<file path="src/rtl/univ_shift_reg.sv">
// rtl/univ_shift_reg.sv - universal shift register netlist built from library cells
module univ_shift_reg #(
  parameter int WIDTH = 8
) (
  input  logic             CLK,
  input  logic             RST,
  input  logic [1:0]       MODE,
  input  logic [WIDTH-1:0] D,
  input  logic             SI_MSB,
  input  logic             SI_LSB,
  output logic [WIDTH-1:0] Q,
  output logic             SO_MSB,
  output logic             SO_LSB,
  output logic             ZERO
);

  logic m0_n, m1_n, rst_n;
  logic sel_hold, sel_sr, sel_sl, sel_ld;

  // MODE decode shared by every bit: one-hot select of the four mux legs
  inv  u_inv_m0  (.a(MODE[0]), .y(m0_n));
  inv  u_inv_m1  (.a(MODE[1]), .y(m1_n));
  inv  u_inv_rst (.a(RST),     .y(rst_n));
  and2 u_sel_hold (.a(m1_n),    .b(m0_n),    .y(sel_hold));
  and2 u_sel_sr   (.a(m1_n),    .b(MODE[0]), .y(sel_sr));
  and2 u_sel_sl   (.a(MODE[1]), .b(m0_n),    .y(sel_sl));
  and2 u_sel_ld   (.a(MODE[1]), .b(MODE[0]), .y(sel_ld));

  logic [WIDTH-1:0] sr_src, sl_src;
  logic [WIDTH-1:0] t_hold, t_sr, t_sl, t_ld;
  logic [WIDTH-1:0] o_a, o_b, mux_out, d_gated;

  for (genvar i = 0; i < WIDTH; i++) begin : g_bit
    // End bits take the serial inputs; shifted-out bits simply fall off
    if (i == WIDTH - 1) begin : g_sr_end
      assign sr_src[i] = SI_MSB;
    end else begin : g_sr_mid
      assign sr_src[i] = Q[i+1];
    end
    if (i == 0) begin : g_sl_end
      assign sl_src[i] = SI_LSB;
    end else begin : g_sl_mid
      assign sl_src[i] = Q[i-1];
    end

    and2 u_t_hold (.a(sel_hold), .b(Q[i]),      .y(t_hold[i]));
    and2 u_t_sr   (.a(sel_sr),   .b(sr_src[i]), .y(t_sr[i]));
    and2 u_t_sl   (.a(sel_sl),   .b(sl_src[i]), .y(t_sl[i]));
    and2 u_t_ld   (.a(sel_ld),   .b(D[i]),      .y(t_ld[i]));
    or2  u_o_a    (.a(t_hold[i]), .b(t_sr[i]),  .y(o_a[i]));
    or2  u_o_b    (.a(t_sl[i]),   .b(t_ld[i]),  .y(o_b[i]));
    or2  u_o_mux  (.a(o_a[i]),    .b(o_b[i]),   .y(mux_out[i]));

    // Reset gate sits right at the D pin so it overrides every mode
    and2 u_rst_gate (.a(mux_out[i]), .b(rst_n), .y(d_gated[i]));
    dff  u_ff       (.clk(CLK), .d(d_gated[i]), .q(Q[i]));
  end

  assign SO_MSB = Q[WIDTH-1];
  assign SO_LSB = Q[0];

  // OR chain over the low bits, closed by a NOR with the top bit
  logic [WIDTH-2:0] or_acc;
  assign or_acc[0] = Q[0];
  for (genvar i = 1; i <= WIDTH - 2; i++) begin : g_zero
    or2 u_or (.a(or_acc[i-1]), .b(Q[i]), .y(or_acc[i]));
  end
  nor2 u_zero (.a(or_acc[WIDTH-2]), .b(Q[WIDTH-1]), .y(ZERO));

endmodule

// Library cell: rising-edge D flip-flop, no reset
module dff (
  input  logic clk,
  input  logic d,
  output logic q
);
  // Capture D on the rising edge
  always_ff @(posedge clk) q <= d;
endmodule

// Library cell: inverter
module inv (
  input  logic a,
  output logic y
);
  assign y = ~a;
endmodule

// Library cell: 2-input AND
module and2 (
  input  logic a,
  input  logic b,
  output logic y
);
  assign y = a & b;
endmodule

// Library cell: 2-input OR
module or2 (
  input  logic a,
  input  logic b,
  output logic y
);
  assign y = a | b;
endmodule

// Library cell: 2-input NOR
module nor2 (
  input  logic a,
  input  logic b,
  output logic y
);
  assign y = ~(a | b);
endmodule

</file>
<file path="config.mk">
export PLATFORM = sky130hd
export DESIGN_NAME = univ_shift_reg
export DESIGN_NICKNAME = d
export VERILOG_FILES = /design/src/rtl/univ_shift_reg.sv
export SDC_FILE = /design/constraint.sdc
export NUM_CORES = 1
export LEC_CHECK = 0
export CORE_MARGIN = 1
export CORE_UTILIZATION = 37
export CTS_CLUSTER_SIZE = 30
export DETAILED_ROUTE_END_ITERATION = 8
export PLACE_DENSITY = 0.72
export SLEW_MARGIN = 25
export SYNTH_ARGS = -nofsm -noshare
export SYNTH_HDL_FRONTEND = slang
export SYNTH_SLANG_ARGS = --single-unit
</file>
<file path="constraint.sdc">
create_clock -name CLK -period 1.3 [get_ports CLK]
set_input_delay 0.13 -clock CLK [delete_from_list [all_inputs] [get_ports CLK]]
set_output_delay 0.13 -clock CLK [all_outputs]
set_load 0.01 [all_outputs]
</file>
## Word-level counts from Yosys, hierarchy flattened

Cells that the tools add are included.

| word-level totals | value |
|---|---|
| bits in registers | 8 |
| bits of input ports | 14 |
| output and inout bits | 11 |
| logic and storage cells | 87 |

| cells by class | value |
|---|---|
| bitwise gates (word level) | 79 |

Operators by type and width:

| kind | count |
|---|---|
| $and A1 B1 Y1 | 44 |
| $or A1 B1 Y1 | 31 |
| $not A1 Y1 | 4 |

## Longest topological paths before layout

| logic depth | value |
|---|---|
| word-level depth | 8 |
| depth in mapped cells | 4 |
| gate-level depth less buffers | 2 |

## By module

From an unflattened synthesis, not the netlist that was laid out.

| unflattened totals | value |
|---|---|
| cell total of the unflattened synthesis | 88 |
| area total of the unflattened synthesis | 653.1 um2 |

Modules (own cells, without submodules):

| module | times used | cells each | area an instance (um2) | sequential area each (um2) |
|---|---|---|---|---|
| and2 | 44 | 1 | 6.3 | 0.0 |
| or2 | 30 | 1 | 6.3 | 0.0 |
| dff | 8 | 1 | 20.0 | 20.0 |
| univ_shift_reg | 1 | 2 | 15.0 | 0.0 |
| inv | 3 | 1 | 3.8 | 0.0 |
| nor2 | 1 | 1 | 3.8 | 0.0 |

## Worst setup path after synthesis

No wires, ideal clock.

| timing | value |
|---|---|
| path type | reg-to-output |
| start point | register g_bit[5].u_ff.q |
| end point | output ZERO |
| arrival time | 1009 ps |
| setup slack | 161 ps |
| stages on the path, launching flop included | 3 |
| cell sequence | dfxtp_1 or4_1 nor2_1 |

| on the way | value |
|---|---|
| word-level cells in the longest chain between the ends | 4 |

RTL lines:

| what | RTL line | text |
|---|---|---|
| start: declaration | 76 | `output logic q` |
| start signal: assignment | 79 | `always_ff @(posedge clk) q <= d;` |
| $or A1 B1 Y1 (2 in series) | 105 | `assign y = a \| b;` |
| $or A1 B1 Y1 | 114 | `assign y = ~(a \| b);` |
| $not A1 Y1 | 114 |  |
| end: declaration | 14 | `output logic ZERO` |

No other way between the ends.

## Final worst setup path

| timing | value |
|---|---|
| start point | register g_bit[3].u_ff.q |
| end point | output ZERO |

| on the way | value |
|---|---|
| word-level cells in the longest chain between the ends | 6 |

RTL lines:

| what | RTL line |
|---|---|
| start: declaration | 76 |
| start signal: assignment | 79 |
| $or A1 B1 Y1 (4 in series) | 105 |
| $or A1 B1 Y1 | 114 |
| $not A1 Y1 | 114 |

No other way between the ends.

==> impl_summary.log <==
[metrics] clk_lat worst skew: 0.25 ns
[metrics] max cap viols: 0
[metrics] CTS tree: built
[metrics] max reg flops: 8
[metrics] total half-perimeter wirelength after legalization and detailed placement: 818 um
[metrics] combined area of all synthesized cells: 489 sq um
[metrics] Yosys top cell area share: 32.7%
[metrics] router iterations before antenna repair: 3
[metrics] share of final-layout standard cells stronger than drive strength 1: 23.3%
[metrics] die footprint: 0.00147 sq mm
[metrics] Synth cell types: 11
[metrics] clock edge transition at the registers on the reported setup and hold paths: 0.05 ns
[metrics] post-route setup slack: -0.154 ns
[metrics] area growth from synthesis to layout: 53.7%
[metrics] number of levels the H-tree was split into: 1
[metrics] count of pins over their slew limit: 0
[metrics] Max Freq: 0.688 GHz
[metrics] horizontal die dimension: 38.4 um
[metrics] Crit-path slowest cell: or4_4
[metrics] LEAKAGE: 0.375 nW
[metrics] GRT met1 Usage: 20.7%
[metrics] effective utilization at floorplan: 41.8%
[metrics] crit path kind: reg2out
[metrics] RSZ-0062 raised after global routing: yes
[metrics] clock root buffer master: clkbuf_4
[metrics] routed via count divided by cell count: 5.06
[metrics] violated checks: negative setup slack
[metrics] global routing usage on met2: 30.9%
[metrics] aggregate global-route resource usage: 18.4%
[metrics] Req. time, crit path: 1.17 ns
[metrics] diodes inserted: 0
[metrics] register with the most flip-flops: g_bit.u_ff.q
[metrics] Worst IR Drop VDD: 0.490 mV
[metrics] remaining antenna violation count: 0
[metrics] number of antenna violations at the first check in global routing: 0
[metrics] wire length of the first global-routing pass: 1810 um
[metrics] maximum number of pins on one net before global-route repair: 17
[metrics] synth top area cells: dfxtp_1 33%, mux2i_1 33%, buf_4 14%
[metrics] Setup-failing EPs final: 1
[metrics] number of standard-cell rows in the floorplan: 12
[metrics] worst path cell trace: or4_4 -> nor2_2 -> buf_2
[metrics] Syn Inst Count: 49
[metrics] flip-flop and latch count after synthesis: 8
[metrics] CTS sink cnt: 8
[metrics] total core area: 0.00117 sq mm
[metrics] fill cell count: 120
[metrics] data arrival time at the worst-slack endpoint: 1.32 ns
[metrics] area after detailed placement: 739 sq um
[metrics] gpl congestion: 0.741
[metrics] Setup Total Neg Slack: -0.154 ns
[metrics] worst hold path type: in2reg
[metrics] nets in the synthesized netlist: 63
[metrics] minimum period implied by the final worst setup slack: 1.45 ns
[metrics] average detailed-routed wire length per instance: 12.6 um
[metrics] I/O Pins: 25
[metrics] critical-path maximum fanout: 2
[metrics] post-route standard cell area excluding fillers: 752 sq um
[metrics] IO Port Bufs: 24
[metrics] overall via count from detail_route: 440
[metrics] fraction of the cycle the final worst path needs: 112%
[metrics] critical path's largest stage delay: 0.53 ns
[metrics] remaining routing DRC violations: 0
[metrics] drt first-iter violations: 5
[metrics] Hold Violations, Final: 0
[metrics] Die Height: 38.4 um
[metrics] setup clock skew after layout: 0.000769 ns
[metrics] actual transition at the worst max-transition pin: 0.305 ns
[metrics] Hold Buf Count CTS: 0
[metrics] total routed wirelength: 1100 um
[metrics] buffers inserted during post-CTS setup optimization: 0
[metrics] max_slew headroom: 79.7%
[metrics] number of global-route vias before repair: 429
[metrics] met3 Resource Use GR: 3.49%
[metrics] result of the run: finished with violations
[metrics] yosys synthesis warning count: 0
[metrics] Avg Inst Size Synth: 9.98 sq um
[metrics] Overflow after GRT: 0
[metrics] maximum buffer depth of the clock tree: 2
[metrics] endpoint kind of the worst setup timing path: output pin
[metrics] busiest layer in global routing: met2
[metrics] number of nets in the finished design: 89
[metrics] power density normalized to cell area: 874 mW/mm^2
[metrics] largest registers: g_bit.u_ff.q: 8 flops
[metrics] number of buffers created by CTS: 3
[metrics] Yosys top cell by area: dfxtp_1
[metrics] sort of element at the start of the critical path: flop
[metrics] sequential area share after synthesis: 32.7%
[synth_stat cells]
master    number
buf_6          1
or2_2          1
o22ai_1        8
buf_2          1
or4_1          2
buf_4          9
nand2b_1       1
buf_1          1
mux2i_1       16
nor2_1         1
dfxtp_1        8
[timing repair]
action	4_1_cts	5_1_grt
setup endpoints to repair	11	1
resized for setup	14	3
pin swaps	0	2
[stage by stage]
step	util (%)	cells	worst slack (ns)	total power [mW]	hold WS, ns
after CTS	63.6	87	-0.148	0.663	0.534
after floorplan	-	49	0.161	0.382	0.319
after global routing	64.2	87	-0.202	0.700	0.565
after global placement	63.1	84	-0.269	0.481	0.618
final	64.2	87	-0.154	0.657	0.530
after detailed placement	63.1	84	-0.277	0.484	0.642
[critical path: cells and delay by family, from the launching register on]
family	cells	cell delay [ns]
buffers and inverters	1	0.13
flip-flops	1	0.32
AND/OR/NAND/NOR	2	0.63
[report_power, final]
| part | switching (mW) | internal, mW |
|---|---|---|
| Combinational | 0.0787 | 0.120 |
| Sequential | 0.00722 | 0.260 |
| Clock | 0.0855 | 0.106 |
[cell usage in the layout (no fill, tap or decap)]
| cell type | Yosys | layout |
|---|---|---|
| nor2_2 | 0 | 1 |
| clkbuf_4 | 0 | 3 |
| o22ai_1 | 8 | 8 |
| dfxtp_2 | 0 | 1 |
| buf_4 | 9 | 8 |
| or4_4 | 0 | 1 |
| clkdlybuf4s50_1 | 0 | 13 |
| nand2b_1 | 1 | 1 |
| dlygate4sd2_1 | 0 | 10 |
| buf_2 | 1 | 1 |
| or2_2 | 1 | 1 |
| or4_1 | 2 | 1 |
| buf_12 | 0 | 1 |
| dfxtp_1 | 8 | 7 |
| mux2i_1 | 16 | 16 |
[final cells by class]
class                           instances  area (sq um)  share of cell area, %
Sequential cell                         8           161                   21.5
Multi-Input combinational cell         29           248                   32.9
Timing Repair Buffer                   33           303                   40.3
Clock buffer                            3          22.5                   3.00
Tap cell                               14          17.5                   2.33
[path summary, 6_finish.rpt]
| kind | startpoint | to | slack (ns) | cells past startpoint |
|---|---|---|---|---|
| worst max-delay path | g_bit[3].u_ff.q | ZERO | -0.15 | 3 |
| worst min-delay path | D[3] | g_bit[3].u_ff.q | 0.53 | 3 |
| worst max register to register | g_bit[6].u_ff.q | g_bit[5].u_ff.q | 0.49 | 3 |
| worst min register to register | g_bit[3].u_ff.q | g_bit[2].u_ff.q | 0.65 | 3 |
[kinds of logic after synthesis]
logic type,count (synthesis),share of synthesized area [%]
multiplexers,16,32.7
buffers and inverters,12,17.9
AO/OA/AOI/OAI,8,10.2
flip-flops,8,32.7
AND/OR/NAND/NOR,5,6.39
[routing by layer]
metal | wire [um] | share of wire (%) | vias to the layer above
met5 | 0 | 0 | -
met4 | 24 | 2.2 | 0
met3 | 88 | 8.0 | 4
met2 | 529 | 48 | 20
met1 | 457 | 42 | 195
li1 | - | - | 221
Note: power is estimated with default switching activity, not from simulation.
